### src/rtl/aud_dsp.sv
// Playback sample engine: fetches signed 16-bit samples from SRAM and emits one per LRCK frame,
// with fast (skip) and slow (hold/interpolate) playback. Optional macro: AUD_DSP_LINEAR_INTERP_EN.
module aud_dsp #(
  parameter int ADDR_W = 20,
  parameter int RD_LAT = 1
) (
  input  logic                     i_clk,
  input  logic                     i_rst,
  input  logic                     i_start,
  input  logic                     i_pause,
  input  logic                     i_stop,
  input  logic                     i_fast,
  input  logic [2:0]               i_speed,
  input  logic                     i_interp,
  input  logic [ADDR_W-1:0]        i_end_addr,
  input  logic                     i_daclrck,
  input  logic signed [15:0]       i_sram_data,
  output logic [ADDR_W-1:0]        o_sram_addr,
  output logic signed [15:0]       o_dac_data,
  output logic                     o_en,
  output logic                     o_done,
  output logic [1:0]               o_dbg_state
);

  // SRAM side has no handshake: the address is held for RD_LAT+1 cycles and data is taken on
  // the last of them; the serializer consumes o_dac_data whenever o_en is high.
  typedef enum logic [1:0] {
    S_IDLE  = 2'd0,
    S_FETCH = 2'd1,
    S_READY = 2'd2,
    S_PAUSE = 2'd3
  } state_t;

  localparam logic [1:0] LAT_LAST = RD_LAT[1:0];

  state_t                state;
  logic                  lrck_d;
  logic                  fe;
  logic [2:0]            k;
  logic [2:0]            n_lat;
  logic                  fast_lat;
  logic [1:0]            lat_cnt;
  logic                  pause_pend;
  logic signed [15:0]    cur;
  logic signed [15:0]    out_val;
  logic [2:0]            speed_n;
  logic [ADDR_W:0]       next_addr;
  logic                  group_end;
  logic                  past_end;

  assign fe          = lrck_d & ~i_daclrck;
  assign speed_n     = (i_speed == 3'd0) ? 3'd1 : i_speed;
  assign o_dbg_state = state;

  // One extra address bit so the end-of-recording compare never wraps.
  always_comb begin
    group_end = fast_lat || (k == (n_lat - 3'd1));
    if (fast_lat) next_addr = {1'b0, o_sram_addr} + {{(ADDR_W-2){1'b0}}, n_lat};
    else          next_addr = {1'b0, o_sram_addr} + {{ADDR_W{1'b0}}, 1'b1};
    past_end  = next_addr > {1'b0, i_end_addr};
  end

`ifdef AUD_DSP_LINEAR_INTERP_EN
  logic                  interp_lat;
  logic signed [15:0]    prev;
  logic signed [18:0]    prev_x;
  logic signed [18:0]    cur_x;
  logic signed [18:0]    w_prev;
  logic signed [18:0]    w_cur;
  logic signed [18:0]    interp_num;
  logic signed [18:0]    interp_den;
  logic signed [15:0]    interp_q;

  // Weighted blend of the previous and current sample; signed divide truncates toward zero.
  always_comb begin
    prev_x     = {{3{prev[15]}}, prev};
    cur_x      = {{3{cur[15]}}, cur};
    w_prev     = {16'd0, n_lat - k};
    w_cur      = {16'd0, k};
    interp_den = {16'd0, n_lat};
    interp_num = prev_x * w_prev + cur_x * w_cur;
    interp_q   = 16'(interp_num / interp_den);
    if (interp_lat && !fast_lat && (n_lat != 3'd1)) out_val = interp_q;
    else                                           out_val = cur;
  end
`else
  logic unused_interp;
  assign unused_interp = i_interp;

  always_comb begin
    out_val = cur;
  end
`endif

  always_ff @(posedge i_clk) begin
    if (i_rst) begin
      state       <= S_IDLE;
      lrck_d      <= 1'b0;
      o_sram_addr <= '0;
      o_dac_data  <= '0;
      o_en        <= 1'b0;
      o_done      <= 1'b0;
      k           <= 3'd0;
      n_lat       <= 3'd1;
      fast_lat    <= 1'b0;
      lat_cnt     <= 2'd0;
      pause_pend  <= 1'b0;
      cur         <= '0;
`ifdef AUD_DSP_LINEAR_INTERP_EN
      prev        <= '0;
      interp_lat  <= 1'b0;
`endif
    end else begin
      lrck_d <= i_daclrck;
      o_done <= 1'b0;
      if (i_stop) begin
        state       <= S_IDLE;
        o_en        <= 1'b0;
        o_dac_data  <= '0;
        o_sram_addr <= '0;
        k           <= 3'd0;
        pause_pend  <= 1'b0;
      end else begin
        case (state)
          S_IDLE: begin
            // A finished recording keeps its last sample audible until the next frame.
            if (fe) begin
              o_en       <= 1'b0;
              o_dac_data <= '0;
            end
            if (i_start) begin
              state       <= S_FETCH;
              o_sram_addr <= '0;
              o_en        <= 1'b0;
              o_dac_data  <= '0;
              k           <= 3'd0;
              lat_cnt     <= 2'd0;
              pause_pend  <= 1'b0;
              cur         <= '0;
              n_lat       <= speed_n;
              fast_lat    <= i_fast;
`ifdef AUD_DSP_LINEAR_INTERP_EN
              prev        <= '0;
              interp_lat  <= i_interp;
`endif
            end
          end
          S_FETCH: begin
            if (i_pause) pause_pend <= 1'b1;
            if (lat_cnt == LAT_LAST) begin
              cur        <= i_sram_data;
`ifdef AUD_DSP_LINEAR_INTERP_EN
              prev       <= cur;
`endif
              pause_pend <= 1'b0;
              if (pause_pend || i_pause) begin
                state <= S_PAUSE;
                o_en  <= 1'b0;
              end else begin
                state <= S_READY;
              end
            end else begin
              lat_cnt <= lat_cnt + 2'd1;
            end
          end
          S_READY: begin
            if (i_pause) begin
              state <= S_PAUSE;
              o_en  <= 1'b0;
            end else if (fe) begin
              o_dac_data <= out_val;
              o_en       <= 1'b1;
              if (group_end) begin
                k <= 3'd0;
                if (past_end) begin
                  state       <= S_IDLE;
                  o_done      <= 1'b1;
                  o_sram_addr <= '0;
                end else begin
                  // Mode and factor only change at a group boundary.
                  state       <= S_FETCH;
                  o_sram_addr <= next_addr[ADDR_W-1:0];
                  lat_cnt     <= 2'd0;
                  n_lat       <= speed_n;
                  fast_lat    <= i_fast;
`ifdef AUD_DSP_LINEAR_INTERP_EN
                  interp_lat  <= i_interp;
`endif
                end
              end else begin
                k <= k + 3'd1;
              end
            end
          end
          S_PAUSE: begin
            if (i_start && !i_pause) state <= S_READY;
          end
          default: state <= S_IDLE;
        endcase
      end
    end
  end

endmodule

### config.mk
export PLATFORM = sky130hd
export DESIGN_NAME = aud_dsp
export DESIGN_NICKNAME = d
export VERILOG_FILES = /design/src/rtl/aud_dsp.sv
export SDC_FILE = /design/constraint.sdc
export NUM_CORES = 1
export LEC_CHECK = 0
export ABC_AREA = 1
export CORE_MARGIN = 2
export CORE_UTILIZATION = 30
export CTS_CLUSTER_SIZE = 20
export DETAILED_ROUTE_END_ITERATION = 8
export HOLD_SLACK_MARGIN = 0.15
export PLACE_DENSITY = 0.6
export SYNTH_ARGS = -nofsm -noshare
export SYNTH_HDL_FRONTEND = slang
export SYNTH_SLANG_ARGS = --single-unit
### constraint.sdc
create_clock -name i_clk -period 4.2 [get_ports i_clk]
set_clock_uncertainty 0.15 [all_clocks]
set_input_delay 0.63 -clock i_clk [delete_from_list [all_inputs] [get_ports i_clk]]
set_output_delay 0.63 -clock i_clk [all_outputs]
set_load 0.01 [all_outputs]
==> key figures <==
Hold path
  • Min-delay src: o_dac_data[11]
  • Hold Crit Class: reg2reg
  • Worst Hold End: o_dac_data[11]
  • Worst Hold Path Cells: 2

Power and ir drop
  • Tot Pwr: between 1500 and 2000 uW
  • LEAKAGE: 0.00225 uW
  • Max VDD drop: 179 uV
  • Power Dens Cells: 301 nW/um^2

Global route
  • Initial antenna violation count: 0
  • GRT overflow: 0
  • GRT met3 Usage: 0.0437
  • GRT Overall Usage: 0.151
  • GR Util met1: 0.179
  • Number of global-route vias before repair: 3803
  • GR Util met2: 0.259
  • Largest net degree at the start of global routing: 33
  • Most used routing layer: met2
  • First-pass GRT wire length: about 17000 um

STA
  • Final Hold Violating Endpoints: 0
  • Actual slew at the worst max-slew pin: 1.10 ns
  • Final worst path period need: 3.81 ns
  • Setup TNS Final: 0 ns
  • Hold WS: 0.314 ns
  • RSZ-0062 raised after global routing: false
  • Period utilization: 0.908
  • Slew headroom: 0.263
  • Peak Freq: 262 MHz
  • Max Slew Vio Count: 0
  • Final setup vio count: 0

Detailed routing
  • Detail Route Antenna Nets: 0
  • Via count: roughly 3700
  • Vias per cell: 4.58
  • Initial drt markers: 134
  • Drt first pass iters: 5
  • WL final: roughly 10000 um
  • Drt drc: 0
  • Wire per inst: 12.7 um

Final layout
  • Fraction of layout cells with a size suffix above 1: 0.111
  • Nets: 711
  • Area Overhead vs Synth: 32.8%
  • Fin util: 0.406
  • Cell area after layout: around 5300 sq um
  • Diode count: 0

Die
  • Num rows: 42
  • I/O pins: 87
  • DIE HEIGHT: 120 um
  • Core box area: 13100 sq um
  • Die Area: between 10000 and 15000 sq um
  • Effective utilization at floorplan: 0.306
  • Die X: 120 um

Synthesis
  • Most common cell in the netlist: nand2_1
  • Top_reg_cell synth: dfxtp_1
  • Synthesized flop and latch total: 67
  • Syn. warnings: 0
  • Mean Syn Cell Area: 7.29 sq um
  • Yosys top cell by area: dfxtp_1
  • Post-synth EDFFs: 0
  • Syn Nets: 625
  • Commonest cells post-synth: nand2_1 (144), inv_1 (79), dfxtp_1 (67), a21oi_1 (52), ha_1 (26)
  • Yosys cell types: 43
  • Synth Cell Area: between 4000 and 5000 sq um
  • Sequential fraction of the synthesis area: 0.334
  • Mapped Cells: approximately 550
  • Post-synth ARST share: 0
  • Yosys top cell area share: 0.334
  • Top cells by area, synth: dfxtp_1 (33%), nand2_1 (13%), ha_1 (8.1%), inv_1 (7.4%), a21oi_1 (6.5%)

Critical path
  • Crit path top cell by count: inv_1
  • Startpoint class of the critical path: register
  • WS Path Type: reg2reg
  • R2R cell count: 22
  • Crit. Startpoint: n_lat[0]
  • Worst-path maximum fanout: 11
  • Critical Path End Type: register
  • Slowest Stage Delay on Critical Path: 0.40 ns
  • Slowest stage cell, crit path: fa_1
  • RR Endpoint: o_sram_addr[7]
  • R2r setup slk: 0.39 ns
  • Buffers & Inverters on Critical Path: 4
  • WP data required: ~4.3 ns
  • Critical Path, Cell by Cell: inv_1 > nand2_1 > ha_1 > inv_1 > fa_1 > inv_1 > nand3_1 > nand2_2 > nand3_2 > nor3_2 > nand3_1 > xor2_1 > ha_1 > and3_1 > nand4_1 > nor2_1 > nand2_1 > nand2_2 > and2_4 > buf_4 > nand3_2 > o21ai_2
  • Reg2Reg Launch Point: n_lat[0]
  • Worst path arrival time: 3.93 ns
  • Top delay family on crit path: simple AND/OR/NAND/NOR gates

CTS
  • Later-pin clock latency in the skew report: 0.33 ns
  • CTS Hold Bufs: 0
  • # clock sinks: 67
  • Root buffer cell: clkbuf_16
  • CTS tree: done
  • H-tree depth: 3
  • Clock-pin slew on the worst setup and hold paths: roughly 0.060 ns
  • Num CTS Buffers: 9
  • Worst-case clock buffer depth: 2

Job
  • MaxCap Viol Count: 0

Placed design
  • Final HPWL DP: ~8000 um
  • GP Congestion: 0.885
  • IO Port Bufs: 85
  • Placed inst area: 5000 sq um

Outcome
  • Status: completed
==> worst min-delay path: cells and delay by family, from the launching register on <==
kind | cells | cell delay, ns
AOI/OAI and AO/OA | 1 | 0.05
and+or+nand+nor | 1 | 0.06
DFF | 1 | 0.31
==> how the worst max path moves through the flow <==
| stage | endpoint | cells past startpoint |
|---|---|---|
| CTS | o_sram_addr[5] | 21 |
| floorplan | o_sram_addr[1] | 24 |
| global placement | o_sram_addr[18] | 21 |
| global route | o_sram_addr[7] | 22 |
| detailed placement | o_sram_addr[5] | 21 |
| finish | o_sram_addr[7] | 22 |
==> layer usage <==
metal  vias up  share of wire
met2       101           0.47
met5         -              0
met4         0          0.017
met3        15          0.064
li1       1938              -
met1      1693           0.45
==> final cells by class <==
class / instances / area (sq um)
clock buffer: 11 / 243
clock inverter: 5 / 61.3
fill: 1389 / 7800
inverter: 85 / 327
multi-input combinational: 382 / 2240
sequential: 67 / 1340
tap: 176 / 220
timing repair buffer: 92 / 903
==> sequential cells by signal, indices dropped and copies added (netlist names) <==
signal and flops:
cur 16, fast_lat 1, k 3, lat_cnt 2, lrck_d 1, n_lat 3
o_dac_data 16, o_dbg_state 2, o_done 1, o_en 1, o_sram_addr 20, pause_pend 1
==> timing repair <==
action,in CTS,in global routing
buffers inserted,0,4
gates resized for setup,0,1
setup endpoints to repair,0,16
==> through the flow <==
stage,instances,worst slack [ns]
after detailed placement,798,0.251
after floorplan,551,0.717
after global routing,818,0.0583
after global placement,798,0.333
after CTS,814,0.219
final,818,0.387
==> kinds of logic (layout without fill, tap and decap cells) <==
kind of cell             after synthesis  count (layout)  share of synthesized area
AND/OR/NAND/NOR                      261             261                      0.323
XOR/XNOR                              21              21                     0.0458
adder cells (fa/ha/maj)               27              27                     0.0859
flip-flops                            67              67                      0.334
AO/OA/AOI/OAI                         73              73                      0.102
buffers and inverters                102             193                      0.110
==> layout by cell type, fill, tap and decap left out, drive strengths merged, types with 2 or more instances in the layout <==
cell             n
xnor2            8
inv             84
nand4           13
clkdlybuf4s50   85
nand3           33
nor4             2
nand3b          16
ha              26
a21oi           53
nor3             7
buf              7
xor2            13
nand2          152
o21ai           14
dfxtp           67
clkinvlp         3
clkbuf          11
nor2            34
or2              2
clkinv           2
==> power by group <==
| group | switching [uW] | leakage (uW) | internal, uW |
|---|---|---|---|
| clock network | 288 | 0.000138 | 478 |
| registers | 9.32 | 0.000542 | 646 |
| logic | 103 | 0.00157 | 84.0 |
| total | 401 | 0.00225 | 1210 |
(Power assumes the default switching activity.)
